--- src/rtl/sw_alloc_5p_pkg.sv ---
// Shared router definitions for the 5-port switch allocator: port indices,
// route-compute codes, flit types, arbiter state and the round-robin pick helper.
package sw_alloc_5p_pkg;

  localparam int NUM_PORTS = 5;
  localparam int SEL_W     = 3;
  localparam int WD_CYCLES = 64;

  localparam logic [2:0] P_L = 3'd0;
  localparam logic [2:0] P_E = 3'd1;
  localparam logic [2:0] P_W = 3'd2;
  localparam logic [2:0] P_S = 3'd3;
  localparam logic [2:0] P_N = 3'd4;

  // Route-compute output codes, kept for the neighbouring stage.
  localparam logic [2:0] RC_LO = 3'd1;
  localparam logic [2:0] RC_EO = 3'd2;
  localparam logic [2:0] RC_NO = 3'd3;
  localparam logic [2:0] RC_WO = 3'd4;
  localparam logic [2:0] RC_SO = 3'd5;

  localparam logic [2:0] NO_OWNER = 3'd7;

  typedef enum logic [1:0] {
    BODY   = 2'b00,
    TAIL   = 2'b01,
    HDR    = 2'b10,
    SINGLE = 2'b11
  } flit_type_e;

  typedef enum logic {
    ARB_IDLE   = 1'b0,
    ARB_LOCKED = 1'b1
  } arb_state_e;

  typedef struct packed {
    arb_state_e state;
    logic [2:0] rr_ptr;
  } arb_dbg_t;

  function automatic logic [2:0] next_port(input logic [2:0] p);
    return (p >= 3'd4) ? 3'd0 : p + 3'd1;
  endfunction

  // Returns {hit, index} of the first set request at or after ptr, modulo 5.
  function automatic logic [3:0] rr_pick(input logic [4:0] req, input logic [2:0] ptr);
    logic [3:0] pick;
    logic [2:0] idx;
    pick = {1'b0, NO_OWNER};
    idx  = ptr;
    for (int k = 0; k < NUM_PORTS; k++) begin
      if (!pick[3] && req[idx]) pick = {1'b1, idx};
      idx = next_port(idx);
    end
    return pick;
  endfunction

endpackage

--- src/rtl/sw_alloc_5p_arb.sv ---
// sa_out_arbiter: one output port's round-robin arbiter with wormhole lock.
// SA_WATCHDOG_EN adds a stall watchdog that force-releases a stuck lock.
module sa_out_arbiter
  import sw_alloc_5p_pkg::*;
(
  input  logic                   clk,
  input  logic                   rst,
  input  logic [NUM_PORTS-1:0]   req,
  input  logic [NUM_PORTS-1:0]   in_valid,
  input  logic [2*NUM_PORTS-1:0] in_type,
  input  logic                   out_ready,
`ifdef SA_WATCHDOG_EN
  output logic                   wd_err,
`endif
  output logic                   out_valid,
  output logic [NUM_PORTS-1:0]   pop,
  output logic [SEL_W-1:0]       sel,
  output arb_dbg_t               dbg
);

  arb_state_e state, state_n;
  logic [2:0] owner, owner_n, rr_ptr, rr_n;
  logic [3:0] pick;
  logic       owner_valid, owner_last, xfer, release_now, wd_fire;

  // TAIL and SINGLE both carry type bit 0, which marks the packet's last flit.
  always_comb begin
    owner_valid = 1'b0;
    owner_last  = 1'b0;
    for (int i = 0; i < NUM_PORTS; i++) begin
      if (owner == 3'(i)) begin
        owner_valid = in_valid[i];
        owner_last  = in_type[2*i];
      end
    end
  end

  assign xfer = (state == ARB_LOCKED) && owner_valid && out_ready;

`ifdef SA_WATCHDOG_EN
  localparam int WD_W = $clog2(WD_CYCLES);
  logic [WD_W-1:0] wd_cnt;

  assign wd_fire = (state == ARB_LOCKED) && !xfer && (wd_cnt == WD_W'(WD_CYCLES - 1));
  assign wd_err  = wd_fire;

  always_ff @(posedge clk) begin
    if (rst || state != ARB_LOCKED || xfer || wd_fire) wd_cnt <= '0;
    else                                              wd_cnt <= wd_cnt + 1'b1;
  end
`else
  assign wd_fire = 1'b0;
`endif

  assign release_now = (xfer && owner_last) || wd_fire;

  always_comb begin
    state_n = state;
    owner_n = owner;
    rr_n    = rr_ptr;
    pick    = rr_pick(req, rr_ptr);
    case (state)
      ARB_IDLE: begin
        if (pick[3]) begin
          state_n = ARB_LOCKED;
          owner_n = pick[2:0];
        end
      end
      ARB_LOCKED: begin
        if (release_now) begin
          state_n = ARB_IDLE;
          owner_n = NO_OWNER;
          rr_n    = next_port(owner);
        end
      end
    endcase
  end

  always_ff @(posedge clk) begin
    if (rst) begin
      state  <= ARB_IDLE;
      owner  <= NO_OWNER;
      rr_ptr <= 3'd0;
    end else begin
      state  <= state_n;
      owner  <= owner_n;
      rr_ptr <= rr_n;
    end
  end

  assign out_valid = (state == ARB_LOCKED) && owner_valid;
  assign sel       = owner;
  assign dbg       = {state, rr_ptr};

  always_comb begin
    pop = '0;
    for (int i = 0; i < NUM_PORTS; i++) begin
      if (xfer && owner == 3'(i)) pop[i] = 1'b1;
    end
  end

endmodule

--- src/rtl/sw_alloc_5p.sv ---
// sw_alloc_5p: 5-port packet switch allocator, one locking arbiter per output.
// Handshake: a flit moves on output j when out_valid[j] & out_ready[j]; in_pop marks it at the source. Optional: SA_WATCHDOG_EN.
module sw_alloc_5p
  import sw_alloc_5p_pkg::*;
(
  input  logic                       clk,
  input  logic                       rst,
  input  logic [NUM_PORTS-1:0]       in_valid,
  input  logic [2*NUM_PORTS-1:0]     in_type,
  input  logic [NUM_PORTS*5-1:0]     in_req,
  input  logic [NUM_PORTS-1:0]       out_ready,
  output logic [NUM_PORTS-1:0]       in_pop,
  output logic [NUM_PORTS-1:0]       out_valid,
  output logic [NUM_PORTS*SEL_W-1:0] out_sel,
`ifdef SA_WATCHDOG_EN
  output logic [NUM_PORTS-1:0]       wd_err,
`endif
  output arb_dbg_t [NUM_PORTS-1:0]   arb_dbg
);

  logic [NUM_PORTS-1:0] req_lo [NUM_PORTS];
  logic [NUM_PORTS-1:0] req_t  [NUM_PORTS];
  logic [NUM_PORTS-1:0] pop_m  [NUM_PORTS];

  // Only headers (type bit 1 set) request; a multi-hot route keeps its lowest bit.
  for (genvar i = 0; i < NUM_PORTS; i++) begin : g_req
    logic [4:0] r;
    assign r         = in_req[5*i +: 5];
    assign req_lo[i] = (in_valid[i] && in_type[2*i+1]) ? (r & (~r + 5'd1)) : '0;
  end

  always_comb begin
    for (int j = 0; j < NUM_PORTS; j++) begin
      for (int i = 0; i < NUM_PORTS; i++) req_t[j][i] = req_lo[i][j];
    end
  end

  for (genvar j = 0; j < NUM_PORTS; j++) begin : g_out
    sa_out_arbiter u_arb (
      .clk       (clk),
      .rst       (rst),
      .req       (req_t[j]),
      .in_valid  (in_valid),
      .in_type   (in_type),
      .out_ready (out_ready[j]),
`ifdef SA_WATCHDOG_EN
      .wd_err    (wd_err[j]),
`endif
      .out_valid (out_valid[j]),
      .pop       (pop_m[j]),
      .sel       (out_sel[SEL_W*j +: SEL_W]),
      .dbg       (arb_dbg[j])
    );
  end

  always_comb begin
    in_pop = '0;
    for (int j = 0; j < NUM_PORTS; j++) in_pop = in_pop | pop_m[j];
  end

endmodule

--- config.mk ---
export PLATFORM = sky130hd
export DESIGN_NAME = sw_alloc_5p
export DESIGN_NICKNAME = d
export VERILOG_FILES = /design/src/rtl/sw_alloc_5p_pkg.sv /design/src/rtl/sw_alloc_5p_arb.sv /design/src/rtl/sw_alloc_5p.sv
export SDC_FILE = /design/constraint.sdc
export NUM_CORES = 1
export LEC_CHECK = 0
export ABC_AREA = 1
export CAP_MARGIN = 0
export CORE_MARGIN = 2
export CORE_UTILIZATION = 50
export CTS_CLUSTER_DIAMETER = 60
export DETAILED_ROUTE_END_ITERATION = 10
export PLACE_DENSITY = 0.75
export SLEW_MARGIN = 20
export SYNTH_ARGS = -nofsm -noshare
export SYNTH_HDL_FRONTEND = slang
export SYNTH_SLANG_ARGS = --single-unit
export TNS_END_PERCENT = 20
--- constraint.sdc ---
create_clock -name clk -period 9.65 [get_ports clk]
set_clock_uncertainty 0.1 [all_clocks]
set_input_delay 0.965 -clock clk [delete_from_list [all_inputs] [get_ports clk]]
set_output_delay 0.965 -clock clk [all_outputs]
set_load 0.005 [all_outputs]
## Word level (Yosys, flattened, before mapping)

Index checks and enable logic that the tools add are counted.

- Flip-flop bits (word level): 35
- Input port bits: 47
- Output and inout bits: 45

- Add/sub/neg operators: 30
- Magnitude comparators: 50
- Eq/ne operators: 30
- Mux-type cells: 210
- Bitwise logic cells: 19
- Reductions and logical operators: 100

Operators with widths:

| cell | number |
|---|---|
| two-way mux 1 bit | 110 |
| two-way mux 3 bit | 35 |
| < comparator 3 x 4 -> 1 bit (second input constant) | 25 |
| two-way mux 4 bit | 25 |
| adder 3 x 1 -> 3 bit (second input constant) | 25 |
| binary-select mux 1 bit (select 3 bit) | 25 |
| greater-or-equal comparator 3 bit (second input constant) | 25 |
| logical AND 1 bit | 65 |
| equality test 3 x 2 -> 1 bit (second input constant) | 10 |
| one-hot mux 3 bit (2 select lines) | 5 |
| adder 5 x 1 -> 5 bit (second input constant) | 5 |
| AND 5 bit | 5 |
| two-way mux 5 bit | 5 |
| NOT 5 bit | 5 |
| zero test 1 bit | 20 |
| OR 5 bit | 4 |
| AND reduction 2 bit | 10 |
| equality test 3 x 1 -> 1 bit (second input constant) | 5 |
| equality test 3 bit (second input constant) | 5 |
| zero test 3 bit | 5 |
| inequality test 2 x 1 -> 1 bit (second input constant) | 5 |
| inequality test 2 bit (second input constant) | 5 |
| one-hot mux 1 bit (2 select lines) | 5 |
| NOT 1 bit | 5 |

## Longest topological paths before layout

- Depth after elaboration: 21
- Depth in mapped cells: 23
- Gate-level depth less buffers: 23

## Modules after synthesis

Synthesis repeated with hierarchy kept, for this count alone.

- Cells, all modules: 1245
- Area, all modules: 6418.7 um^2

Modules (own cells, without submodules):

| module | instances | cells an instance | area an instance (um^2) | sequential area each (um^2) |
|---|---|---|---|---|
| sa_out_arbiter | 5 | 230 | 1202.4 | 140.1 |
| sw_alloc_5p | 1 | 95 | 406.6 | 0.0 |

## Worst setup path before layout

Ideal clock, no wire load.

- Path kind: reg2reg
- Start: register g_out[0].u_arb.rr_ptr[0]
- End: register g_out[0].u_arb.owner[0]
- Data arrival time: 2987 ps
- Data required time: 9438 ps
- Path slack: 6451 ps
- Stages on the path, launching flop included: 22
- Path buffers: 0
- Period minus slack after synthesis: 3199 ps
- Path through: dfxtp_1 inv_2 ha_1 nand2_1 inv_1 ha_1 nand2_1 inv_1 ha_1 nand2_1 inv_1 ha_1 nand2_1 inv_1 a21oi_1 o21ai_1 nand3_1 nand2_1 o21ai_4 nand2_1 nand2_1 nand2_1

- Longest elaborated chain between the ends: 17

Ends and longest elaborated chain:

| what | RTL line | RTL |
|---|---|---|
| start: declaration | sw_alloc_5p_arb.sv:22 | `logic [2:0] owner, owner_n, rr_ptr, rr_n;` |
| start signal: assignment | sw_alloc_5p_arb.sv:87 | `rr_ptr <= rr_n;` |
| branches (longest 14 deep; another with adder 3 x 1 -> 3 bit) | -- |  |
| two-way mux 4 bit * | sw_alloc_5p_pkg.sv:52 | `if (!pick[3] && req[idx]) pick = {1'b1, idx};` |
| two-way mux 3 bit or inequality test 2 x 1 -> 1 bit (tied branches) | -- |  |
| one-hot mux 3 bit (2 select lines) or AND reduction 2 bit (tied branches) | -- |  |
| end signal: assignment | sw_alloc_5p_arb.sv:86 | `owner <= owner_n;` |
| end: declaration | sw_alloc_5p_arb.sv:22 |  |

Mark *: on every way between the ends. The select of a mux whose other input is x is not followed.
A chain may end at the register's enable or synchronous reset.

## Worst setup path after layout

- Start: input in_valid[0]
- End: output in_pop[3]

- Longest elaborated chain between the ends: 13

Ends and longest elaborated chain:

| what | RTL line | RTL |
|---|---|---|
| start: declaration | sw_alloc_5p.sv:8 | `input logic [NUM_PORTS-1:0] in_valid,` |
| two-way mux 1 bit (5 in a row) | sw_alloc_5p_arb.sv:31 | `if (owner == 3'(i)) begin` |
| logical AND 1 bit (2 in a row) | sw_alloc_5p_arb.sv:38 | `assign xfer = (state == ARB_LOCKED) && owner_valid && out_ready;` |
| logical AND 1 bit | sw_alloc_5p_arb.sv:98 | `if (xfer && owner == 3'(i)) pop[i] = 1'b1;` |
| two-way mux 1 bit | sw_alloc_5p_arb.sv:98 |  |
| OR 5 bit (3 in a row) | sw_alloc_5p.sv:58 | `for (int j = 0; j < NUM_PORTS; j++) in_pop = in_pop \| pop_m[j];` |
| OR 5 bit * | sw_alloc_5p.sv:58 |  |
| end: declaration | sw_alloc_5p.sv:12 | `output logic [NUM_PORTS-1:0] in_pop,` |

Mark *: on every way between the ends. The rest lies on a longest branch, timed or not.

==> results.txt <==
* Category of cells accounting for the largest share of critical-path delay: buffers and inverters
- Total routed wire length on the met1 layer: 8.49 mm
- For this configuration, the core starts out at a cell density of 50.9%.
- Once detail routing completed, the nets flagged for antenna violations numbered 0.
* Most instantiated flip-flop cell in the synthesis netlist: sky130_fd_sc_hd__dfxtp_1
* Worst path max stage delay: 690 ps
* Total Negative Setup Slacks: 0 ps
- Max Root-Sink Buffers: 2
* Total vias in the final route: 7218
* I/O pin cnt: 92
- Run status: completed
* Largest fanout on the critical path: 7
- Setup violations remaining at the end of the flow were counted as 0.
- For this run, the top clock speed supported by timing is 221 MHz.
* Post-synthesis sequential area ratio: 11.5%
- CTS buffer count: 5
- The min-delay analysis places its worst path in the category register to register.
- The critical path contains buffers and inverters numbering 2 combined.
- The die is 114 um tall.
- Overall global routing resource usage: 28.2%
* Total of buffers placed on input and output ports: 91
- Most used standard cells in the synthesized netlist: sky130_fd_sc_hd__nand2_1 (309), sky130_fd_sc_hd__inv_1 (189), sky130_fd_sc_hd__nand3_1 (169)
* Max-capacitance violation count: 0
- STA classifies the critical path startpoint as a primary input.
- In this run the core area contains 40 standard-cell rows.
* Total length of routed met2 wires: 8.35 mm
- After technology mapping, the gate count stands at 1129.
- After detailed routing, the total wire length is 18.5 mm.
- The clock reaches the later pin of the worst-skew pair after 290 ps.
* Post-cts hold buffer count: 0
- Clock transition at path regs: 50 ps
- Horizontal die dimension: 114 um
- TritonCTS clock tree: yes
* Average footprint of a synthesized cell: 5.39 sq um
- The analysis attributes to cell leakage a power of 3.90 nW.
* Pin count of the biggest net entering global routing: 23
- Crit path capture type: output pin
- Number of antenna violations at the first check in global routing: 0
- Via-to-Cell Ratio: 5.32
* Series of cell instances along the critical path: clkdlybuf4s50_1, nand3_1, o21ai_1, nand2_1, o211ai_1, o21ai_0, o21ai_1, nand2_1, nor2_1, nand3_1, nand4_1, clkdlybuf4s50_1
* Number of design-rule violations left by the first detailed-router iteration: 733
* FFs w/ async S/R, synth: 0%
- Post-CTS timing repair inserted 0 buffers for setup.
- Including well taps, the total number of placed cells is 1350.
- Sorting the synthesized cells by area gives the leading types as sky130_fd_sc_hd__nand2_1 (19%), sky130_fd_sc_hd__nand3_1 (14%), sky130_fd_sc_hd__inv_1 (12%).
- The count of final hold-check violations was 0.
- In this run, synthesis inferred 0 flip-flops with an integrated enable.
- In this run the cell area of the synthesized design comes to 0.00608 sq mm.
* Nets: 1303
* Maximum vdd ir drop: 101 uV
- Met3 routed WL: 1.38 mm
- Number of clock sinks: 35
- Layout Cells excl Fill: 1358
- Time the worst path needs with I/O delays and setup: 4520 ps
- The die covers 0.0131 sq mm.
- 1st-pass router iterations: 6
* Filler cell count: 1210
* Cell taking the most area after synthesis: sky130_fd_sc_hd__nand2_1
* Number of register bits inferred by synthesis: 35
- CTS-repair resized insts: 0
* Topmost layer with routed signal wires: met4
* Distinct cell type count after synthesis: 37
- Setup repair after global routing left no endpoint under its margin.
- Placer Congestion: 1.01
- Slew at the pin with the worst max-slew slack: 835 ps
- Compared with the post-synthesis result, the final layout area differs by 19.4%.
- Cells with a size suffix above 1 make up 7.27% of the layout.
- The worst path uses 46.8% of the clock period.
- Launching point of the worst reg2reg path: g_out[0].u_arb.rr_ptr[0]
- Crit path kind: primary input to output pin
* Hpwl dp: 15.0 mm
- Synthesized netlist net count: 1222
- Among all cell types in the netlist, the one instantiated most often is sky130_fd_sc_hd__nand2_1.
* Post-synth top area share: 19.1%
- The floorplan step defined a core boundary enclosing 0.0120 sq mm.
* Routed wire per std cell: 13.7 um
- In this run the power density over the cells is 77.6 mW/mm^2.
* Max-slew headroom: 44.2%
* Global-route wire length before repair: 30.2 mm
* Worst Min Path Start: g_out[1].u_arb.state
* Total number of H-tree levels: 2
- Clock tree synthesis selected as its root buffer the cell sky130_fd_sc_hd__clkbuf_16.
- For this design, the slowest cell found on the critical path is sky130_fd_sc_hd__clkdlybuf4s50_1.
* Number of slew-limit violations in the final report: 0
- Yosys warning count: 0
- Antenna diodes: 0
- The number of global-route vias before repair was 6359.
- In the routed design, unresolved DRC markers number 0.
- Remaining global-route overflow: 0
* Arrival time at the worst endpoint: 3450 ps
* WP data required: 8590 ps
- First element of the critical path: in_valid[0]
layout make-up:
type,count,area [sq um],area share (%)
clock buffer,6,129,1.77
clock inverter,2,60.1,0.827
inverter,213,800,11.0
multi-input combinational,864,4480,61.7
sequential,35,701,9.64
tap,147,184,2.53
timing repair buffer,91,911,12.5
report_power, final:
group	internal [mW]	total, mW	switching [mW]	leakage [nW]
sequential	0.154	0.172	0.0177	0.285
clock	0.148	0.213	0.0647	0.0911
combinational	0.0770	0.179	0.102	3.53
routing by layer:
layer | GRT usage, % | vias to the layer above
met2 | 47.4 | 260
met4 | 7.07 | 0
met5 | 0 | -
li1 | - | 3777
met3 | 3.44 | 24
met1 | 38.3 | 3157
stage by stage:
step | power (mW) | cell area, sq um | utilization [%] | hold WS, ps | setup WS (ps)
final | 0.564 | 7270 | 60.7 | 444 | 5130
after global placement | 0.352 | 7080 | 59.2 | 439 | 5190
after global routing | 0.597 | 7270 | 60.7 | 470 | 4890
after detailed placement | 0.352 | 7080 | 59.2 | 441 | 5160
after CTS | 0.566 | 7270 | 60.7 | 449 | 5150
after floorplan | 0.282 | 6080 | - | 372 | 6450
state kept, by name (all words and copies together) (netlist names):
name / count
g_out.u_arb.state: 5
g_out.u_arb.rr_ptr: 15
g_out.u_arb.sel: 15
final timing paths:
kind         depth (start not counted)  slack (ps)               endpoint
max                                 12        5130              in_pop[3]
min                                  2         440   g_out[1].u_arb.state
max reg2reg                         21        5970  g_out[0].u_arb.sel[1]
min reg2reg                          2         440   g_out[1].u_arb.state
tightest hold or removal path, delay by kind of cell, from the launching register on:
kind / cells / cell delay [ps]
AOI/OAI and AO/OA: 1 / 50
DFF: 1 / 360
and+or+nand+nor: 1 / 80
layout by cell type, fill, tap and decap left out, types with 3 or more instances in the layout:
cell                              count
sky130_fd_sc_hd__a211oi_1             3
sky130_fd_sc_hd__nor4_1               3
sky130_fd_sc_hd__nor3_1              10
sky130_fd_sc_hd__nand2_4              9
sky130_fd_sc_hd__inv_2               22
sky130_fd_sc_hd__inv_1              189
sky130_fd_sc_hd__clkbuf_16            5
sky130_fd_sc_hd__a21oi_1             38
sky130_fd_sc_hd__nand4_1             25
sky130_fd_sc_hd__ha_1                46
sky130_fd_sc_hd__nor2_4               4
sky130_fd_sc_hd__o211ai_1            19
sky130_fd_sc_hd__o21ai_0             37
sky130_fd_sc_hd__o31ai_1              3
sky130_fd_sc_hd__nand4_2              3
sky130_fd_sc_hd__dfxtp_1             35
sky130_fd_sc_hd__nor2_1             119
sky130_fd_sc_hd__nor2_2               9
sky130_fd_sc_hd__nand3_1            169
sky130_fd_sc_hd__o21ai_1             14
sky130_fd_sc_hd__nand2_1            309
sky130_fd_sc_hd__clkdlybuf4s50_1     91
sky130_fd_sc_hd__nand3_2              6
sky130_fd_sc_hd__a31oi_1              5
sky130_fd_sc_hd__nand2_2             21
cells by family after synthesis:
logic type	share of synthesized area (%)
flops	11.5
compound gates	12.9
simple gates	51.3
fa+ha+maj	9.46
buf+inv	14.8
No activity file was read; power rests on OpenSTA's default activity.
